### src/rtl/mac_acc_pkg.sv
// Shared definitions for the MAC accumulator stage: FSM encodings and the
// default widths shared with the multiplier wrapper.
package mac_acc_pkg;

  localparam int unsigned MAC_PROD_W = 32;
  localparam int unsigned MAC_ACC_W  = 40;
  localparam int unsigned MAC_TERMS  = 8;

  typedef enum logic [1:0] {
    ST_IDLE  = 2'd0,
    ST_ACCUM = 2'd1,
    ST_DONE  = 2'd2
  } mac_state_t;

endpackage

### src/rtl/mac_sat_adder.sv
// Accumulator adder: acc + zero-extended product, computed one bit wider so
// the carry out flags overflow. With MAC_ACC_SATURATE_EN defined the sum
// clamps to all ones on overflow; otherwise it wraps modulo 2^ACC_W.
module mac_sat_adder
  import mac_acc_pkg::*;
#(
  parameter int unsigned PROD_W = MAC_PROD_W,
  parameter int unsigned ACC_W  = MAC_ACC_W
) (
  input  logic [ACC_W-1:0]  acc,
  input  logic [PROD_W-1:0] product,
  output logic [ACC_W-1:0]  sum_c,
  output logic              carry_c
);

  logic [ACC_W:0] wide_sum;

  // Widened unsigned add and overflow/clamp selection
  always_comb begin
    wide_sum = {1'b0, acc} + (ACC_W+1)'(product);
    carry_c  = wide_sum[ACC_W];
`ifdef MAC_ACC_SATURATE_EN
    sum_c    = carry_c ? {ACC_W{1'b1}} : wide_sum[ACC_W-1:0];
`else
    sum_c    = wide_sum[ACC_W-1:0];
`endif
  end

endmodule

### src/rtl/mac_accumulator.sv
// MAC accumulator: sums TERMS unsigned products taken under valid/ready into
// a wide accumulator and hands the result off under valid/ready.
// Optional build macro: MAC_ACC_SATURATE_EN (clamp on overflow instead of wrap).
module mac_accumulator
  import mac_acc_pkg::*;
#(
  parameter int unsigned PROD_W = MAC_PROD_W,
  parameter int unsigned ACC_W  = MAC_ACC_W,
  parameter int unsigned TERMS  = MAC_TERMS
) (
  input  logic              Clock,
  input  logic              Reset,
  input  logic              iStart,
  input  logic [PROD_W-1:0] iProduct,
  input  logic              iProdValid,
  output logic              oProdReady,
  output logic [ACC_W-1:0]  oResult,
  output logic              oResultValid,
  input  logic              iResultReady,
  output logic              oBusy,
  output logic              oOverflow
);

  localparam int unsigned     CNT_W     = $clog2(TERMS) + 1;
  localparam logic [CNT_W-1:0] LAST_CNT = CNT_W'(TERMS - 1);

  mac_state_t       state;
  mac_state_t       state_next;
  logic [ACC_W-1:0] acc;
  logic [ACC_W-1:0] acc_next;
  logic [CNT_W-1:0] count;
  logic [CNT_W-1:0] count_next;
  logic             ovf_next;
  logic [ACC_W-1:0] add_sum_c;
  logic             add_carry_c;

  mac_sat_adder #(
    .PROD_W (PROD_W),
    .ACC_W  (ACC_W)
  ) u_adder (
    .acc     (acc),
    .product (iProduct),
    .sum_c   (add_sum_c),
    .carry_c (add_carry_c)
  );

  // Next-state, accumulator, counter and sticky-overflow logic.
  // oProdReady is high exactly in ACCUM, so iProdValid there is a transfer.
  always_comb begin
    state_next = state;
    acc_next   = acc;
    count_next = count;
    ovf_next   = oOverflow;
    case (state)
      ST_IDLE: begin
        if (iStart) begin
          state_next = ST_ACCUM;
          acc_next   = '0;
          count_next = '0;
          ovf_next   = 1'b0;
        end
      end
      ST_ACCUM: begin
        if (iProdValid) begin
          acc_next   = add_sum_c;
          count_next = count + CNT_W'(1);
          ovf_next   = oOverflow | add_carry_c;
          if (count == LAST_CNT) begin
            state_next = ST_DONE;
          end
        end
      end
      ST_DONE: begin
        if (iResultReady) begin
          state_next = ST_IDLE;
        end
      end
      default: begin
        state_next = ST_IDLE;
      end
    endcase
  end

  // State, datapath and registered handshake/status outputs
  always_ff @(posedge Clock or posedge Reset) begin
    if (Reset) begin
      state        <= ST_IDLE;
      acc          <= '0;
      count        <= '0;
      oOverflow    <= 1'b0;
      oProdReady   <= 1'b0;
      oResultValid <= 1'b0;
      oBusy        <= 1'b0;
    end else begin
      state        <= state_next;
      acc          <= acc_next;
      count        <= count_next;
      oOverflow    <= ovf_next;
      oProdReady   <= (state_next == ST_ACCUM);
      oResultValid <= (state_next == ST_DONE);
      oBusy        <= (state_next != ST_IDLE);
    end
  end

  assign oResult = acc;

endmodule

### config.mk
export PLATFORM = sky130hd
export DESIGN_NAME = mac_accumulator
export DESIGN_NICKNAME = d
export VERILOG_FILES = /design/src/rtl/mac_acc_pkg.sv /design/src/rtl/mac_sat_adder.sv /design/src/rtl/mac_accumulator.sv
export SDC_FILE = /design/constraint.sdc
export NUM_CORES = 1
export LEC_CHECK = 0
export BUFFER_PORTS_ARGS = -buffer_cell sky130_fd_sc_hd__buf_2
export CAP_MARGIN = 30
export CORE_ASPECT_RATIO = 1.75
export CORE_UTILIZATION = 50
export DETAILED_ROUTE_END_ITERATION = 8
export MAX_ROUTING_LAYER = met4
export PLACE_DENSITY = 0.74
export SLEW_MARGIN = 20
export SYNTH_ARGS = -nofsm -noshare
export SYNTH_HDL_FRONTEND = slang
export SYNTH_SLANG_ARGS = --single-unit
### constraint.sdc
create_clock -name Clock -period 2.6 [get_ports Clock]
set_input_delay 0.13 -clock Clock [delete_from_list [all_inputs] [get_ports Clock]]
set_output_delay 0.13 -clock Clock [all_outputs]
set_load 0.02 [all_outputs]
Word level (Yosys, flattened, before mapping)

Index checks and enable logic that the tools add are counted.

Word-level logic and storage cells: 35
Output and inout port bits: 44
Input bits: 37
Flip-flop bits (word level): 50

Bitwise gates (word level): 1
Eq/ne operators: 7
Add/sub/neg operators: 2
Muxes and demuxes: 14
Reduce and logical (&&, ||, !) cells: 4

Operators by type and width:

| kind                                                            | count |
|---|---|
| 40-bit two-way mux                                              | 2 |
| 40-bit case mux with 2 select lines                             | 1 |
| 40-bit by 32-bit adder with 41-bit output                       | 1 |
| 2-bit two-way mux                                               | 4 |
| 4-bit two-way mux                                               | 2 |
| 4-bit case mux with 2 select lines                              | 1 |
| 2-bit case mux with 3 select lines                              | 1 |
| 4-bit by 1-bit adder with 4-bit output, second input constant   | 1 |
| 2-bit by 1-bit == test with 1-bit output, second input constant | 2 |
| 2-bit == test, second input constant                            | 2 |
| 4-bit by 3-bit == test with 1-bit output, second input constant | 1 |
| 2-bit != test, second input constant                            | 2 |
| 2-bit nonzero test                                              | 2 |
| 3-bit AND reduction                                             | 1 |
| 2-bit zero test                                                 | 1 |
| 1-bit two-way mux                                               | 2 |
| 1-bit case mux with 2 select lines                              | 1 |
| 1-bit bitwise OR                                                | 1 |

Logic depth before layout (Yosys ltp)

Gate-level depths: netlist (run 1).

Word-level depth: 5
Mapped depth: 10

Modules after synthesis

Synthesis (run 1) repeated with hierarchy kept, for this count alone.

Cell total of the unflattened synthesis: 543
Area, all modules: 4454.3 um^2

Modules (own cells, without submodules):

| module          | instances | area an instance (um^2) | cells an instance | sequential area each (um^2) |
|---|---|---|---|---|
| mac_sat_adder   | 1         | 2376.0                  | 342               | 0.0 |
| mac_accumulator | 1         | 2078.2                  | 201               | 1251.2 |

Least setup slack after synthesis (run 1)

No wires, ideal clock.

Kind: flip-flop to flip-flop
Start point: register acc[12] (netlist: oResult[12])
End point: register acc[31] (netlist: oResult[31])
Setup time: 122 ps
Stages on the path, launching flop included: 10
Arrival: 2418 ps
Path slack: 60 ps
Path through: dfrtp_1 ha_1 a21oi_2 o21ai_1 a21o_1 a21oi_4 o41ai_4 or2_1 a311o_1 a32o_1

Cells in the longest elaborated chain, start to end: 3

RTL lines:

| item                                      | line                  | RTL |
|---|---|---|
| from (decl)                               | mac_accumulator.sv:29 | `logic [ACC_W-1:0] acc;` |
| from (signal assigned)                    | mac_accumulator.sv:96 | `acc <= acc_next;` |
| 40-bit by 32-bit adder with 41-bit output | mac_sat_adder.sv:20   | `wide_sum = {1'b0, acc} + (ACC_W+1)'(product);` |
| 40-bit two-way mux                        | mac_accumulator.sv:64 | `if (iProdValid) begin` |
| 40-bit case mux with 2 select lines       | mac_accumulator.sv:54 | `case (state)` |

Every way passes these cells. The select of a mux whose other input is x is not followed.
A chain may end at the register's enable or synchronous reset.

Worst setup path in the final report (run 1)

Start point: register acc[4] (netlist: oResult[4])
End point: register acc[31] (netlist: oResult[31])

The elaborated chain is that of the path after synthesis.

==> impl_metrics.ini, run 1 <==
[worst_setup_path]
path_cells = ha_4 -> a21oi_1 -> nand2_1 -> o21a_1 -> nor2_4 -> o41ai_4 -> buf_4 -> or2_4 -> a311o_1 -> a32o_1
crit_path_max_incr_delay_ns = 0.43
path_buf_inv = 1
worstPathArrival_ns = 2.72
setup.worst_path.class = flip-flop to flip-flop
cp-start-kind = flip-flop
cp_top_family = compound AO/OA/AOI/OAI gates
cpMaxStageDelayCell = dfrtp_1
worstPathMaxFanout = 6
worstPathRequired_ns = 2.79
end_kind = flip-flop

[routing]
wl_um = 10600
drc_errors = 0
wl_per_cell_um = 17.1
dr.pass1.iters = 4
drtIter0Drc = 212
antenna_left = 0
vias_per_cell = 6.08
num_vias = 3773

[die]
core_um2 = 7230
start_util_pct = 51.9
die_w_um = 67.5
dieArea_um2 = 7870
rows = 41
boundaryPins = 81
die_h_um = 117

[logic_synthesis]
synth_area_per_cell_um2 = 8.61
syn_inst = 436
syn_area_um2 = 3750
synth_edf_count = 0
synthesis.nets = 507
synthDistinctLibCells = 57
ys.flop_type = dfrtp_1
ys_ff_latch = 50
seq_area_frac_synth_pct = 33.3
postSynth.asyncResetShare_pct = 100
ys.warnings.count = 0

[placed_design]
hpwl_um = 7790
numPortBuffers = 80
globalplace.congestion = 0.955
dp_cells = 602
place_area_um2 = 4320

[global_routing]
grt_max_degree = 35
grt_overflow = 0
track_usage_pct = 27.8
grt_pass1_wl_um = 16200
grt_pass1_vias = 3646
antenna_found_initial = 0

[sta]
fin_crit_sh_pct = 97.3
post-route-min-period_ns = 2.53
max_slew_margin_pct = 59.4
setup_viol = 0
finalMaxSlewViolations = 0
hold_violations = 0
fmax_mhz = 395
setup_tns_ns = 0
skew_ns = 0.00363
rsz0062_at_grt = true
worstMarginPinSlew_ns = 0.601

[final_layout]
antenna_cells = 0
layout_common_cells = buf_2, nand2_1, dfrtp_1, o21ai_0, a21oi_1
final_cells = 621
fin_util_pct = 66.0
nets = 605
fin_area_um2 = 4770
layout_commonest_cell = buf_2
area_growth_pct = 27.1
drive_gt1_share_pct = 31.0

[clock_tree]
htree_levels = 2
insertion_delay_ns = 0.30
cts_buffer_depth = 2
cts_tree = built
clkSlewWorstSetupHoldPaths_ns = 0.07
cts.sinks = 50
cts-root-buf = clkbuf_16
numCtsBuffers = 5

[run_status]
status = finished, final reports clean

[pwr]
p_leak_nw = 2.19
pwr_density_cell_nw_per_um2 = 1360
ir_drop_mv = 0.683

[job]
maxCapViolCount = 0

[min_path]
hold_path_class = input port to flip-flop
[metrics by stage]
step / worst slack, ns / hold slack [ns] / power [mW]
global route: -0.0733 / 0.183 / 6.96
floorplan: 0.0603 / 0.342 / 4.21
CTS: 0.00139 / 0.163 / 6.06
global placement: 0.0946 / 0.216 / 5.24
finish: 0.0705 / 0.165 / 6.49
detailed placement: 0.0116 / 0.222 / 5.32
[final cells by class]
cell class	count	area [µm²]
multi-input combinational	356	2590
fill	602	2460
sequential	50	1250
timing repair buffer	108	613
clock buffer	5	125
tap	86	108
inverter	13	48.8
clock inverter	3	28.8
[worst min-delay path, delay by kind of cell]
kind | cells | cell delay, ns
AOI/OAI and AO/OA | 1 | 0.07
buffers and inverters | 1 | 0.11
and+or+nand+nor | 1 | 0.12
[cell usage after synthesis, types with 6 or more instances]
| cell type | count | share of area, % |
|---|---|---|
| dfrtp_1 | 50 | 33 |
| nand2_1 | 50 | 5.0 |
| a21oi_1 | 43 | 5.7 |
| o21ai_0 | 43 | 5.7 |
| ha_1 | 33 | 11 |
| nor2_1 | 29 | 2.9 |
| xnor2_1 | 17 | 4.0 |
| nand3_1 | 15 | 2.0 |
| inv_1 | 13 | 1.3 |
| xor2_1 | 12 | 2.8 |
| a21o_1 | 11 | 2.2 |
| a22o_1 | 10 | 2.3 |
| clkbuf_1 | 10 | 1.0 |
| nand4_1 | 8 | 1.3 |
| or3_1 | 8 | 1.3 |
| a211oi_1 | 7 | 1.4 |
| and3_1 | 6 | 1.0 |
[state kept, by name (all words and copies together) (netlist names)]
register and cells:
count 4, oBusy 1, oOverflow 1, oProdReady 1
oResult 40, oResultValid 1, state 2
[repair_timing]
item / in CTS / in global routing
endpoints found under the setup margin: 2 / 16
hold buffers: 1 / 0
endpoints found under the hold margin: 24 / 0
resized for setup: 2 / 40
buffers inserted: 0 / 10
pin swaps: 0 / 12
[power by group]
part	switching [mW]	internal, mW
Sequential	0.306	1.12
Clock	0.338	0.370
Combinational	2.52	1.84
Total	3.16	3.33
[path summary, 6_finish.rpt]
kind,from,endpoint,slack [ns],cells after the start
max reg2reg,oResult[4],oResult[31],0.07,10
max,oResult[4],oResult[31],0.07,10
min in group asynchronous,Reset,oResultValid,0.43,3
max in group asynchronous,Reset,oResult[1],1.36,4
min reg2reg,oResult[33],oResult[33],0.51,1
min,iStart,oProdReady,0.17,3
[layer usage]
metal  wire, µm  track usage [%]  share of wire, %
met1       3940             28.2                37
met2       5870             49.7                55
met4        379             14.8               3.6
met3        432             3.81               4.1
met5          0                -                 0
[kinds of logic (layout without fill, tap and decap cells)]
kind of cell / count (synthesis) / after routing / share of synthesized area [%]
AO/OA/AOI/OAI: 155 / 155 / 27.4
AND/OR/NAND/NOR: 137 / 137 / 17.4
flip-flops: 50 / 50 / 33.3
adder cells (fa/ha/maj): 34 / 34 / 11.5
buffers and inverters: 30 / 129 / 3.30
XOR/XNOR: 29 / 29 / 6.76
multiplexers: 1 / 1 / 0.267
Power figures use the tool's default switching activity.
==> inputs of run 2 (changes only) <==
- CORE_UTILIZATION: 50 -> 55
- PLACE_DENSITY: 0.74 -> 0.81
- clock period: 2.6 -> 2.4 ns (I/O delays scaled with it)
==> impl_metrics.ini, run 2 (same netlist as run 1, synthesis figures left out) <==
[run_status]
status = finished with violations
violations = setup timing

[clock_tree]
cts_tree = built
numCtsBuffers = 5
cts.sinks = 50
clkSlewWorstSetupHoldPaths_ns = 0.08
cts-root-buf = clkbuf_16
cts_buffer_depth = 2
htree_levels = 2
insertion_delay_ns = 0.30

[job]
maxCapViolCount = 0

[pwr]
pwr-share-seq_pct = 18.2
internal_power_mw = 4.55
pwr_density_cell_nw_per_um2 = 1560
power_switching_mw = 4.22
p_sw_share_pct = 48.1
ir_drop_mv = 1.04
p_leak_nw = 2.58
clkPwrFrac_pct = 8.7
pwr-share-comb_pct = 73.2

[worst_setup_path]
cp-start-kind = flip-flop
worstPathArrival_ns = 2.88
worstPathMaxFanout = 7
worstPathRequired_ns = 2.63
end_kind = flip-flop
setup.worst_path.class = flip-flop to flip-flop

[die]
die_h_um = 111
core_um2 = 6540
start_util_pct = 57.4
rows = 39
dieArea_um2 = 7170
boundaryPins = 81
die_w_um = 64.5

[sta]
setup_tns_ns = -1.91
max_slew_margin_pct = 56.8
rsz0062_at_grt = true
finalMaxSlewViolations = 0
setup_ws_ns = -0.246
post-route-min-period_ns = 2.65
worstMarginPinSlew_ns = 0.649
skew_ns = 0.00920
fin_crit_sh_pct = 110
setup_viol = 18
hold_violations = 0
hold_ws_ns = 0.190
fmax_mhz = 378

[routing]
antenna_left = 0
drc_errors = 0
drtIter0Drc = 391
vias_per_cell = 6.53
wl_per_cell_um = 21.0
num_vias = 4469
wl_um = 14300
dr.pass1.iters = 7

[final_layout]
fillers = 362
multiInputGateArea_um2 = 2930
regArea_um2 = 1260
drive_gt1_share_pct = 45.3
layout_common_cells = buf_4, buf_2, nand2_1, dfrtp_1
area_growth_pct = 49.4
antenna_cells = 0
largest_reg_flops = 40
layout_commonest_cell = buf_4
fin_area_um2 = 5610
nets = 672

[global_routing]
grt_overflow = 0
antenna_found_initial = 0
grt_pass1_vias = 4335
track_usage_pct = 36.7
grt_pass1_wl_um = 19900
grt_max_degree = 35

[placed_design]
numPortBuffers = 80
globalplace.congestion = 0.972
place_area_um2 = 4700
hpwl_um = 8280

[min_path]
hold_path_class = input port to flip-flop
[run 2: final timing paths]
path | cells past startpoint | slack [ns] | start | end
min reg2reg | 2 | 0.51 | oResult[29] | oResult[29]
min in group asynchronous | 3 | 0.33 | Reset | oResult[4]
max reg2reg | 10 | -0.25 | oResult[10] | oResult[39]
max in group asynchronous | 4 | 1.44 | Reset | oResult[39]
max | 10 | -0.25 | oResult[10] | oResult[39]
min | 3 | 0.19 | iResultReady | oResultValid
[run 2: through the flow]
| stage | setup WS (ns) | std cells | utilization (%) | power, mW |
|---|---|---|---|---|
| final | -0.246 | 684 | 85.8 | 8.76 |
| after global routing | -0.290 | 684 | 85.8 | 9.19 |
| after CTS | -0.102 | 664 | 79.1 | 7.62 |
| after detailed placement | -0.177 | 641 | 71.8 | 6.32 |
| after global placement | -0.107 | 641 | 71.8 | 6.19 |
| after floorplan | -0.00139 | 436 | - | 4.63 |
[run 2: final cells by class]
type	count	share of cell area [%]
clock buffer	5	2.23
tap	82	1.83
multi-input combinational	356	52.3
sequential	50	22.4
clock inverter	3	0.446
timing repair buffer	175	19.9
inverter	13	0.870
[run 2: power groups by stage]
stage / logic [mW] / clock network, mW / registers, mW
6_report: 6.41 / 0.759 / 1.59
5_1_grt: 6.80 / 0.779 / 1.61
4_1_cts: 5.32 / 0.759 / 1.55
3_5_place_dp: 4.79 / 0 / 1.53
3_3_place_gp: 4.69 / 0 / 1.50
2_1_floorplan: 2.77 / 0 / 1.87
[run 2: worst max-delay path: stages, from the launching register on]
cell and delay (ns):
dfrtp_1 0.42, ha_4 0.34, nand2_4 0.08, or3_4 0.40, o21ai_4 0.11, nor2_4 0.10
o41ai_4 0.30, buf_4 0.21, a211oi_4 0.08, or3_4 0.39, a21oi_2 0.13
[run 2: repair_timing]
action,4_1_cts,5_1_grt
pin swaps,28,52
hold endpoints to repair,15,0
endpoints found under the setup margin,17,25
gates resized for setup,41,56
hold buffers,1,0
setup buffers,14,20
[run 2: metal layers]
layer	up-vias	wire length (µm)	GRT usage, %	part of all wire, %
li1	1936	-	-	-
met1	2144	4840	35.4	34
met2	292	7640	67.2	53
met3	97	885	4.94	6.2
met4	0	983	21.2	6.9
met5	-	0	-	0
==> inputs of run 3 (changes only) <==
- ABC_AREA: unset -> 1
- CORE_UTILIZATION: 55 -> 58
- PLACE_DENSITY: 0.81 -> 0.82
==> impl_metrics.ini, run 3 <==
[global_routing]
grt_max_degree = 38
grt_pass1_vias = 5037
antenna_found_initial = 0
track_usage_pct = 37.7
grt_overflow = 0
grt_pass1_wl_um = 23700

[final_layout]
fin_area_um2 = 5320
layout_common_cells = nand2_1, inv_1, buf_2, nor2_1, dfrtp_1
fillers = 724
layout_commonest_cell = nand2_1
nets = 899
antenna_cells = 0
area_growth_pct = 15.4
fin_util_pct = 69.8
largest_reg_flops = 40
drive_gt1_share_pct = 18.3

[logic_synthesis]
synth_edf_count = 0
synthMuxAreaShare_pct = 0
synthDistinctLibCells = 39
synthAdderAreaFrac_pct = 9.39
synth_compound_area_share_pct = 12.3
ys.warnings.count = 0
post-synth-top-count-cell = nand2_1
syn_inst = 741
postSynth.asyncResetShare_pct = 100
ys_ff_latch = 50
syn_area_um2 = 4610
synthSimpleGateAreaFrac_pct = 40.7
ys.flop_type = dfrtp_1
synth_top_family_by_area = simple AND/OR/NAND/NOR gates
synth_area_per_cell_um2 = 6.22
synth_top_area_cell = dfrtp_1
seq_area_frac_synth_pct = 27.1
synth_top_area_share_pct = 27.1
synth_xor_xnor_area_share_pct = 0.950
yosys-top-cells-area = dfrtp_1, nand2_1, ha_1
synthesis.nets = 812
synth_common_cells = nand2_1, inv_1, nor2_1

[clock_tree]
cts_buffer_depth = 2
post-cts-setup-buffer-count = 0
cts_tree = built
cts-root-buf = clkbuf_16
insertion_delay_ns = 0.30
clkSlewWorstSetupHoldPaths_ns = 0.07
htree_levels = 2
cts.sinks = 50
numCtsBuffers = 5

[die]
die_w_um = 69.4
boundaryPins = 81
dieArea_um2 = 8330
start_util_pct = 60.5
die_h_um = 120
core_um2 = 7620
rows = 42

[sta]
max_slew_margin_pct = 64.8
skew_ns = 0.00548
setup_ws_ns = 0.125
worstMarginPinSlew_ns = 0.528
setup_viol = 0
post-route-min-period_ns = 2.27
hold_violations = 0
fmax_mhz = 440
setup_tns_ns = 0
finalMaxSlewViolations = 0
fin_crit_sh_pct = 94.8
rsz0062_at_grt = false

[routing]
drc_errors = 0
drtIter0Drc = 360
wl_um = 15100
antenna_left = 0
num_vias = 5069
dr.pass1.iters = 5
vias_per_cell = 5.53
wl_per_cell_um = 16.5

[worst_setup_path]
cp-start-kind = flip-flop
worstPathMaxFanout = 4
end_kind = flip-flop
worstPathRequired_ns = 2.62
worstPathArrival_ns = 2.50
setup.worst_path.class = flip-flop to flip-flop

[run_status]
status = finished, final reports clean

[pwr]
total_power_mw = 7.04
p_leak_nw = 3.01
pwr_density_cell_nw_per_um2 = 1320
ir_drop_mv = 0.969

[min_path]
hold_path_class = input port to flip-flop

[placed_design]
pre_cts_slack_ns = 0.107
place_area_um2 = 5140
globalplace.congestion = 1.03
hpwl_um = 12400
numPortBuffers = 80

[job]
maxCapViolCount = 0
-- run 3: kinds of logic after synthesis --
logic type / after synthesis
AND/OR/NAND/NOR: 436
XOR/XNOR: 5
AO/OA/AOI/OAI: 102
flip-flops: 50
buffers and inverters: 114
adder cells (fa/ha/maj): 34
-- run 3: power by group --
group	total [mW]	internal, mW	switching [mW]
clock network	0.846	0.495	0.350
logic	4.70	1.49	3.21
registers	1.49	1.19	0.301
total	7.04	3.18	3.86
-- run 3: timing repair --
action,CTS,global route
hold buffers,1,0
gates resized for setup,0,1
endpoints found under the setup margin,0,2
hold endpoints to repair,10,0
-- run 3: critical path, stage by stage, from the launching register on --
cell and delay, ns:
dfrtp_1 0.42, ha_1 0.27, fa_2 0.40, nand3_1 0.10, nand3_2 0.12, nand2_1 0.10
nand3_2 0.09, nand2_1 0.07, nand2_1 0.13, nand3_1 0.13, nand2_1 0.11, nand2_1 0.08
nand2_1 0.05, o21ai_1 0.13
-- run 3: area by class of cell --
| type | instances | area, µm² | share of cell area (%) |
|---|---|---|---|
| Clock buffer | 5 | 125 | 2.35 |
| Clock inverter | 3 | 43.8 | 0.823 |
| Inverter | 105 | 394 | 7.41 |
| Multi-Input combinational cell | 577 | 2930 | 55.0 |
| Sequential cell | 50 | 1250 | 23.5 |
| Tap cell | 88 | 110 | 2.07 |
| Timing Repair Buffer | 89 | 470 | 8.84 |
-- run 3: path summary, 6_finish.rpt --
| check | startpoint | end | slack [ns] | depth (start not counted) |
|---|---|---|---|---|
| min in group asynchronous | Reset | oResult[0] | 0.34 | 3 |
| min | iResultReady | oResultValid | 0.03 | 2 |
| min reg2reg | oResult[25] | oResult[25] | 0.51 | 2 |
| max reg2reg | oResult[0] | oResult[28] | 0.13 | 13 |
| max | oResult[0] | oResult[28] | 0.13 | 13 |
| max in group asynchronous | Reset | oResult[25] | 1.42 | 4 |
-- run 3: through the flow --
step,hold WS (ns),instances
3_5_place_dp,0.0790,908
5_1_grt,0.0502,917
4_1_cts,0.0301,917
2_1_floorplan,0.229,741
6_report,0.0343,917
3_3_place_gp,0.0802,908
-- run 3: routing by layer --
| layer | up-vias | part of all wire [%] | global-route usage [%] |
|---|---|---|---|
| met5 | - | 0 | - |
| met4 | 0 | 7.2 | 26.8 |
| met3 | 59 | 3.4 | 3.69 |
| met2 | 177 | 54 | 69.2 |
| met1 | 2318 | 36 | 36.0 |
| li1 | 2515 | - | - |
